**src/rtl/cache_ctrl.sv**
```systemverilog
// Direct-mapped, write-through, no-write-allocate byte cache serving one MIU request at a time.
// Read misses refill the whole line from backing memory; all stores are written through.
module cache_ctrl #(
  parameter int ADDR_W     = 16,
  parameter int LINES      = 16,
  parameter int LINE_BYTES = 4
) (
  input  logic              clk,
  input  logic              reset,
  input  logic              cache_req_valid,
  output logic              cache_req_ready,
  input  logic              cache_req_we,
  input  logic [ADDR_W-1:0] cache_req_addr,
  input  logic [7:0]        cache_req_write,
  output logic              cache_resp_valid,
  output logic [7:0]        cache_resp_data,
  output logic              mem_req,
  output logic              mem_we,
  output logic [ADDR_W-1:0] mem_addr,
  output logic [7:0]        mem_wdata,
  input  logic              mem_ack,
  input  logic [7:0]        mem_rdata
);
  localparam int IDX_W = $clog2(LINES);
  localparam int OFF_W = $clog2(LINE_BYTES);
  localparam int TAG_W = ADDR_W - IDX_W - OFF_W;
  localparam logic [OFF_W-1:0] LAST_BEAT = OFF_W'(LINE_BYTES - 1);

  typedef enum logic [2:0] {IDLE, LOOKUP, WRITE_MEM, REFILL, RESP} state_e;

  state_e              state_q, state_d;
  logic                ready_q, ready_d;
  logic                resp_valid_q, resp_valid_d;
  logic [7:0]          resp_data_q, resp_data_d;
  logic                mem_req_q, mem_req_d;
  logic                mem_we_q, mem_we_d;
  logic [ADDR_W-1:0]   mem_addr_q, mem_addr_d;
  logic [7:0]          mem_wdata_q, mem_wdata_d;
  logic                we_q, we_d;
  logic [ADDR_W-1:0]   addr_q, addr_d;
  logic [7:0]          wdata_q, wdata_d;
  logic [OFF_W-1:0]    beat_q, beat_d;
  logic [7:0]          rbyte_q, rbyte_d;

  logic [LINES-1:0]    valid_q;
  logic [TAG_W-1:0]    tag_q  [LINES];
  logic [7:0]          data_q [LINES][LINE_BYTES];

  logic [OFF_W-1:0]    off;
  logic [IDX_W-1:0]    idx;
  logic [TAG_W-1:0]    tag;
  logic                hit;
  logic                line_wr, inval, fill_done;
  logic [OFF_W-1:0]    line_wbyte;
  logic [7:0]          line_wval;
  logic [OFF_W-1:0]    beat_nx;

  assign off     = addr_q[OFF_W-1:0];
  assign idx     = addr_q[OFF_W+IDX_W-1:OFF_W];
  assign tag     = addr_q[ADDR_W-1:OFF_W+IDX_W];
  assign hit     = valid_q[idx] && (tag_q[idx] == tag);
  assign beat_nx = beat_q + 1'b1;

  always_comb begin
    state_d      = state_q;
    ready_d      = ready_q;
    resp_valid_d = 1'b0;
    resp_data_d  = resp_data_q;
    mem_req_d    = mem_req_q;
    mem_we_d     = mem_we_q;
    mem_addr_d   = mem_addr_q;
    mem_wdata_d  = mem_wdata_q;
    we_d         = we_q;
    addr_d       = addr_q;
    wdata_d      = wdata_q;
    beat_d       = beat_q;
    rbyte_d      = rbyte_q;
    line_wr      = 1'b0;
    line_wbyte   = off;
    line_wval    = wdata_q;
    inval        = 1'b0;
    fill_done    = 1'b0;
    case (state_q)
      IDLE: begin
        ready_d = 1'b1;
        if (cache_req_valid && ready_q) begin
          we_d    = cache_req_we;
          addr_d  = cache_req_addr;
          wdata_d = cache_req_write;
          ready_d = 1'b0;
          state_d = LOOKUP;
        end
      end
      LOOKUP: begin
        if (we_q) begin
          line_wr     = hit;
          mem_req_d   = 1'b1;
          mem_we_d    = 1'b1;
          mem_addr_d  = addr_q;
          mem_wdata_d = wdata_q;
          state_d     = WRITE_MEM;
        end else if (hit) begin
          resp_data_d  = data_q[idx][off];
          resp_valid_d = 1'b1;
          state_d      = RESP;
        end else begin
          // Line is invalid for the whole refill so an aborted fill leaves nothing stale.
          inval      = 1'b1;
          beat_d     = '0;
          mem_req_d  = 1'b1;
          mem_we_d   = 1'b0;
          mem_addr_d = {tag, idx, {OFF_W{1'b0}}};
          state_d    = REFILL;
        end
      end
      WRITE_MEM: begin
        if (mem_ack && mem_req_q) begin
          mem_req_d    = 1'b0;
          resp_data_d  = 8'h00;
          resp_valid_d = 1'b1;
          state_d      = RESP;
        end
      end
      REFILL: begin
        if (mem_ack && mem_req_q) begin
          line_wr    = 1'b1;
          line_wbyte = beat_q;
          line_wval  = mem_rdata;
          if (beat_q == off) rbyte_d = mem_rdata;
          if (beat_q == LAST_BEAT) begin
            fill_done    = 1'b1;
            mem_req_d    = 1'b0;
            resp_data_d  = (beat_q == off) ? mem_rdata : rbyte_q;
            resp_valid_d = 1'b1;
            state_d      = RESP;
          end else begin
            beat_d     = beat_nx;
            mem_addr_d = {tag, idx, beat_nx};
          end
        end
      end
      RESP: begin
        ready_d = 1'b1;
        state_d = IDLE;
      end
      default: begin
        ready_d   = 1'b0;
        mem_req_d = 1'b0;
        state_d   = IDLE;
      end
    endcase
  end

  always_ff @(posedge clk) begin
    if (reset) begin
      state_q      <= IDLE;
      ready_q      <= 1'b0;
      resp_valid_q <= 1'b0;
      resp_data_q  <= 8'h00;
      mem_req_q    <= 1'b0;
      mem_we_q     <= 1'b0;
      mem_addr_q   <= '0;
      mem_wdata_q  <= 8'h00;
      we_q         <= 1'b0;
      addr_q       <= '0;
      wdata_q      <= 8'h00;
      beat_q       <= '0;
      rbyte_q      <= 8'h00;
      valid_q      <= '0;
    end else begin
      state_q      <= state_d;
      ready_q      <= ready_d;
      resp_valid_q <= resp_valid_d;
      resp_data_q  <= resp_data_d;
      mem_req_q    <= mem_req_d;
      mem_we_q     <= mem_we_d;
      mem_addr_q   <= mem_addr_d;
      mem_wdata_q  <= mem_wdata_d;
      we_q         <= we_d;
      addr_q       <= addr_d;
      wdata_q      <= wdata_d;
      beat_q       <= beat_d;
      rbyte_q      <= rbyte_d;
      if (inval) valid_q[idx] <= 1'b0;
      if (fill_done) begin
        valid_q[idx] <= 1'b1;
        tag_q[idx]   <= tag;
      end
      if (line_wr) data_q[idx][line_wbyte] <= line_wval;
    end
  end

  assign cache_req_ready  = ready_q;
  assign cache_resp_valid = resp_valid_q;
  assign cache_resp_data  = resp_data_q;
  assign mem_req          = mem_req_q;
  assign mem_we           = mem_we_q;
  assign mem_addr         = mem_addr_q;
  assign mem_wdata        = mem_wdata_q;
endmodule

```
**config.mk**
```make
export PLATFORM = sky130hd
export DESIGN_NAME = cache_ctrl
export DESIGN_NICKNAME = d
export VERILOG_FILES = /design/src/rtl/cache_ctrl.sv
export SDC_FILE = /design/constraint.sdc
export NUM_CORES = 1
export LEC_CHECK = 0
export CORE_MARGIN = 3
export CORE_UTILIZATION = 55
export DETAILED_ROUTE_END_ITERATION = 8
export DONT_BUFFER_PORTS = 1
export PLACE_DENSITY = 0.7
export SLEW_MARGIN = 20
export SYNTH_ARGS = -nofsm -noshare
export SYNTH_HDL_FRONTEND = slang
export SYNTH_SLANG_ARGS = --single-unit
```
**constraint.sdc**
```tcl
create_clock -name clk -period 5 [get_ports clk]
set_clock_uncertainty 0.1 [all_clocks]
set_input_delay 0.5 -clock clk [delete_from_list [all_inputs] [get_ports clk]]
set_output_delay 0.5 -clock clk [all_outputs]
set_load 0.005 [all_outputs]
```
==> results of run 1 <==
worst max-delay path, cell delays in order (launching register included):
cell and delay [ps]:
dfxtp_4 580, buf_4 320, mux4_2 540, mux2i_1 180
xnor2_1 90, and2_1 230, a2111oi_4 390, and4_1 330
a31oi_2 120, buf_4 270, nor3_1 850
cells in the mapped netlist, types with 6 or more instances:
cell type    n  share of area, %
clkbuf_1    55              0.67
nor2b_1     27              0.55
inv_1       21              0.26
a22oi_1      8              0.20
nor2_1      55              0.67
xor2_1       6              0.17
a22o_1       6              0.17
nor3b_1      8              0.20
mux2_2      10              0.37
mux4_2     184                13
nand2_1    115               1.4
a21oi_1     44              0.72
nor4_1      16              0.33
mux2i_1     76               2.5
buf_1       12              0.15
buf_2       25              0.41
o32ai_1     16              0.46
buf_6        7              0.26
edfxtp_1   672                66
dfxtp_1     94               6.1
nand3_1     21              0.34
nor3_1      72               1.2
and2_1       6              0.12
buf_4        8              0.20
or4_1        8              0.20
o22a_1       6              0.17
nand2b_1    31              0.63
a2111oi_0    6              0.17
o21ai_0     14              0.23
state kept, by name, summed over array words and instances, names as in the netlist, named ones only:
signal / count
data_q: 512
wdata_q: 8
we_q: 1
cache_resp_valid: 1
rbyte_q: 8
mem_addr: 16
tag_q: 160
mem_we: 1
state_q: 3
cache_req_ready: 1
beat_q: 2
mem_req: 1
valid_q: 16
addr_q: 16
cache_resp_data: 8
mem_wdata: 8
stage by stage:
step	instance area [um^2]	worst slack, ps	util (%)
floorplan	30700	1237	-
global placement	32080	661.7	58.80
detailed placement	32080	489.2	58.80
CTS	35030	449.8	64.21
global route	35080	354.6	64.30
finish	35080	590.8	64.30
metal layers:
| metal | track usage [%] | vias up |
|---|---|---|
| met4 | 8.027 | 0 |
| met2 | 38.37 | 793 |
| met5 | 0 | - |
| met3 | 6.121 | 149 |
| met1 | 35.97 | 8646 |
| li1 | - | 7048 |
where the power goes:
group          internal [uW]  total [uW]  switching [uW]  leakage, uW
sequential              6970        7030            55.3      0.00654
clock                   3440        5840            2400      0.00125
combinational            280         693             413      0.00282
total                  10700       13600            2860       0.0106
cells in the final DEF (no fill, tap or decap), drive strengths merged, types with 5 or more instances in the layout:
cell         Yosys  layout
a21oi           44      44
nand2          115     115
a31oi            5       5
o22a             6       6
nor4            17      17
a22o             6       6
inv             22      24
nand4            6       6
bufinv           0       7
a22oi            8       8
nor3b            8       8
nor2b           27      27
o32ai           16      16
clkinv           1      26
xor2             6       6
mux4           188     188
edfxtp         672     672
clkbuf          55     103
a2111oi          8       8
dlygate4sd3      0      34
mux2i           76      76
nor2            55      55
clkinvlp         0       5
or4              8       8
buf             53     120
xnor2            5       5
mux2            12      12
nor3            72      72
dfxtp           94      94
nand2b          31      31
and2             6       6
nand3           21      21
o21ai           16      16
final timing paths:
kind	from	endpoint	slack [ps]	cells after the start
worst min-delay path	reset	cache_resp_data[4]$_SDFFE_PP0P_	30	3
worst max-delay path	flop	data_q[6][8]$_DFFE_PP_	590	10
worst min register to register	wdata_q[6]$_SDFFE_PP0P_	wdata_q[6]$_SDFFE_PP0P_	380	2
worst max register to register	flop	data_q[6][8]$_DFFE_PP_	590	10
cell type report:
class | instances | area (um^2)
Tap cell | 739 | 924.6
Timing Repair Buffer | 154 | 1336
Clock inverter | 39 | 404.1
Sequential cell | 766 | 22070
Multi-Input combinational cell | 793 | 8079
Fill cell | 3630 | 19480
Inverter | 23 | 86.33
Clock buffer | 103 | 2181
cell families after synthesis:
group | after synthesis
buffers and inverters | 131
adders and majority gates | 1
xor gates and xnor gates | 11
and+or+nand+nor | 377
DFF | 766
AOI/OAI and AO/OA | 128
muxes | 276
==> qor.txt, run 1 <==
clock root buffer: clkbuf_16
Die Y: 242.3 um
IO Count: 73
Post-CTS Resized: 0
Starting Density: 56.27%
Port Buffers: 0
Syn Nets: 1728
via count: 16640
Die Footprint: 58690 um^2
initial antenna violation count: 0
final cycle utilization of the critical path: 88.18%
fraction of layout cells with a size suffix above 1: 24.12%
wire length on met1: 29490 um
setup TNS: 0 ps
leakage dissipation: 0.01061 uW
syn avg cell area: 18.17 um^2
CTS tree: built
CTS clk-pin slew, worst paths: 60 ps
fin nets: 1854
Yosys reg bits: 766
number of library cell types mapped by synthesis: 60
H-tree depth: 3
Slew Viols, Final: 0
crit start category: flop
async set-reset flop share out of synthesis: 0%
clock sink count: 766
Clock Latency Late Sink: 620 ps
Compound-Gate Fraction of Synth Area: 2.971%
largest family of logic cells by synthesized area: multiplexers
worst vdd ir: 0.2920 mV
first-pass GRT wire length: 109500 um
vias per std cell: 6.357
post-synthesis adder-cell area fraction: 0.04076%
Max-slew headroom: 31.50%
Synth Area in XOR/XNOR: 0.3138%
Tmin final: 4409 ps
cts hold-fix bufs: 35
critical path arrival: 4540 ps
sequential cell area fraction in the yosys report: 71.86%
drt drc: 0
Post-DRT Antenna Nets: 0
# setup viols final: 0
worst-margin pin slew: 1027 ps
Setup Crit Path Kind: reg2reg
vias in the first global route: 16780
# rows: 85
width of the die: 242.3 um
Post-synth EDFFs: 672
TritonCTS buffer count: 78
status: completed
Core Region: 54560 um^2
final wirelength: 72480 um
gr ovfl total: 0
Setup Buffers After CTS: 0
WL met2: 33780 um
Placed Cells incl. Taps: 2440
Min Hold Slack: 30.87 ps
largest net degree at the start of global routing: 106
drt first pass iters: 5
simple-gate share of the synthesized area: 6.044%
GRT Util Overall: 25.04%
Cell Area, Synth: 30700 um^2
area delta synth->final: 14.28%
hold crit path type: in2reg
Final Non-Filler Cells: 2617
Final Hold Viols: 0
DR WL/cell: 27.70 um
mux contribution to synthesized area: 16.76%
Main synth FF type: edfxtp_1
diode count: 0
RSZ-0062 raised after global routing: false
Yosys warning count: 0
Cell Pwr Density: 386.4 nW/um^2
Post-Synthesis Cells: 1690
max_cap viols: 0
critical path peak fanout: 21
met3 wire len: 6855 um
Post-DP HPWL: 44540 um
crit end category: flop
top routing layer used: met4
clock buffer depth: 3
routability cong.: 0.8585
Achievable Freq: 226.8 MHz
total power: 13560 uW
DR iter-0 viols: 1661
CP required: 5130 ps
No activity file was read; power rests on OpenSTA's default activity.
==> run 2: changes to the inputs <==
--- a/config.mk
+++ b/config.mk
@@ -5,12 +5,12 @@
 export SDC_FILE = /design/constraint.sdc
 export NUM_CORES = 1
 export LEC_CHECK = 0
+export ABC_AREA = 1
 export CORE_MARGIN = 3
 export CORE_UTILIZATION = 55
 export DETAILED_ROUTE_END_ITERATION = 8
 export DONT_BUFFER_PORTS = 1
 export PLACE_DENSITY = 0.7
-export SLEW_MARGIN = 20
 export SYNTH_ARGS = -nofsm -noshare
 export SYNTH_HDL_FRONTEND = slang
 export SYNTH_SLANG_ARGS = --single-unit
==> run 2 against run 1 <==
  * Design area fell by 2.2%
  * Critical path depth is 3 higher
  * Fmax is 0.89% higher
==> qor.txt, run 2 <==
Post-DRT Antenna Nets: 0
most common cell after layout, fill and taps aside: edfxtp_1
largest reg by FF count: data_q
Max-slew headroom: 20.48%
Die Footprint: 59300 um^2
Starting Density: 55.99%
hold crit path type: in2reg
Yosys reg bits: 766
critical path peak fanout: 96
routability cong.: 0.9096
Synth area leaders: edfxtp_1 65%, nor2_1 6.5%, dfxtp_1 6.1%
sequential cell area fraction in the yosys report: 71.10%
worst vdd ir: 0.9413 mV
Final Hold Viols: 0
IO Count: 73
Clock Latency Late Sink: 620 ps
CP max stage cell: nor2_1
max incr delay on CP: 800 ps
final cycle utilization of the critical path: 87.41%
Setup Crit Path Kind: reg2reg
top cell type's share of synthesized area: 65.04%
multi-input logic area: 7742 um^2
drt first pass iters: 6
clock buffer depth: 3
GRT Util Overall: 27.88%
CP required: 5130 ps
gr ovfl total: 0
CTS tree: built
number of fill cells: 4212
Slew Viols, Final: 0
most frequent cell on the critical path: nand3_1
TritonCTS buffer count: 77
largest net degree at the start of global routing: 129
clock sink count: 766
initial antenna violation count: 1
Setup Buffers After CTS: 0
crit end category: flop
leakage dissipation: 0.01202 uW
diode count: 0
RSZ-0062 raised after global routing: false
most numerous cell in the Yosys netlist: edfxtp_1
max_cap viols: 0
Post-DP HPWL: 48980 um
flip-flop count of the largest register after layout: 512
syn avg cell area: 11.35 um^2
first-pass GRT wire length: 125900 um
fin nets: 2730
DR iter-0 viols: 2802
worst-margin pin slew: 1193 ps
Placed Cells incl. Taps: 3345
# rows: 86
most frequent cells in the layout: 672 x edfxtp_1, 538 x nor2_1, 365 x o21ai_0
Core Region: 55420 um^2
Min Hold Slack: 22.41 ps
fraction of layout cells with a size suffix above 1: 6.575%
Post-CTS Resized: 0
Cell Pwr Density: 507.4 nW/um^2
DR WL/cell: 23.75 um
crit start category: flop
Commonest cells post-synth: 672 x edfxtp_1, 538 x nor2_1, 373 x o21ai_0, 337 x nand2_1, 181 x nand3_1
setup TNS: 0 ps
# setup viols final: 0
Die Y: 243.5 um
crit-path cells: buf_4, nand3_1, nand3_1, nand3_1, nand3_1, nand2_1, nor2_1, nand2_1, inv_1, nand3_2, o21ai_4, nand4_2, nor2_1
drt drc: 0
via count: 21490
async set-reset flop share out of synthesis: 0%
cts hold-fix bufs: 16
Achievable Freq: 228.8 MHz
vias per std cell: 6.138
Port Buffers: 0
final wirelength: 83140 um
Post-Synthesis Cells: 2733
Yosys warning count: 0
critical path arrival: 4500 ps
status: completed
Final Non-Filler Cells: 3501
width of the die: 243.5 um
H-tree depth: 3
Tmin final: 4370 ps
FF+latch area: 22070 um^2
clock root buffer: clkbuf_16
dpl cell area: 31620 um^2
largest area contributor in the netlist: edfxtp_1
Cell Area, Synth: 31030 um^2
CTS clk-pin slew, worst paths: 60 ps
vias in the first global route: 20710
Design Area, Final: 34330 um^2
Syn Nets: 2771
number of library cell types mapped by synthesis: 31
top flop regs: data_q x512, tag_q x160
Post-synth EDFFs: 672
Main synth FF type: edfxtp_1
area delta synth->final: 10.63%
## run 2: power by group
| group | switching [uW] | leakage [uW] | internal (uW) |
|---|---|---|---|
| combinational | 2930 | 0.00386 | 920 |
| clock | 2400 | 0.00122 | 3380 |
| sequential | 280 | 0.00695 | 7500 |
| total | 5610 | 0.0120 | 11800 |
## run 2: path summary, 6_finish.rpt
kind                    startpoint                       to  slack, ps  depth (start not counted)
max                           flop  data_q[7][17]$_DFFE_PP_        630                         13
min             cache_req_addr[13]  addr_q[13]$_SDFFE_PP0P_         20                          2
max reg2reg                   flop  data_q[7][17]$_DFFE_PP_        630                         13
min reg2reg  valid_q[9]$_SDFF_PP0_    valid_q[9]$_SDFF_PP0_        390                          2
## run 2: logic make-up after synthesis
family | Yosys count | share of synthesized area [%]
AO/OA/AOI/OAI | 573 | 10.83
adder cells (fa/ha/maj) | 1 | 0.04032
buffers and inverters | 327 | 4.234
flip-flops | 766 | 71.10
AND/OR/NAND/NOR | 1066 | 13.80
## run 2: area by class of cell
class / count / area share [%]
Sequential cell: 766 / 64.30
Timing Repair Buffer: 55 / 1.320
Clock inverter: 44 / 1.338
Clock buffer: 96 / 6.065
Multi-Input combinational cell: 1640 / 22.56
Inverter: 152 / 1.691
Tap cell: 748 / 2.727
## run 2: per-stage QoR
stage	utilization (%)	setup slack (ps)	power, uW
5_1_grt	61.94	394.6	18060
3_5_place_dp	57.07	728.0	11630
6_report	61.94	629.7	17420
3_3_place_gp	57.07	866.1	11620
2_1_floorplan	-	259.1	10230
4_1_cts	61.94	718.0	17350
## run 2: worst max-delay path: cells and delay by family (launching register included)
family                 cells  cell delay, ps
DFF                        1             360
and+or+nand+nor           10            2390
buffers and inverters      2             760
AOI/OAI and AO/OA          1             290
## run 2: metal layers
metal | GRT usage, % | part of all wire, %
met1 | 39.40 | 40
met2 | 43.68 | 47
met3 | 5.459 | 10
met4 | 9.853 | 3.1
met5 | 0 | 0.018
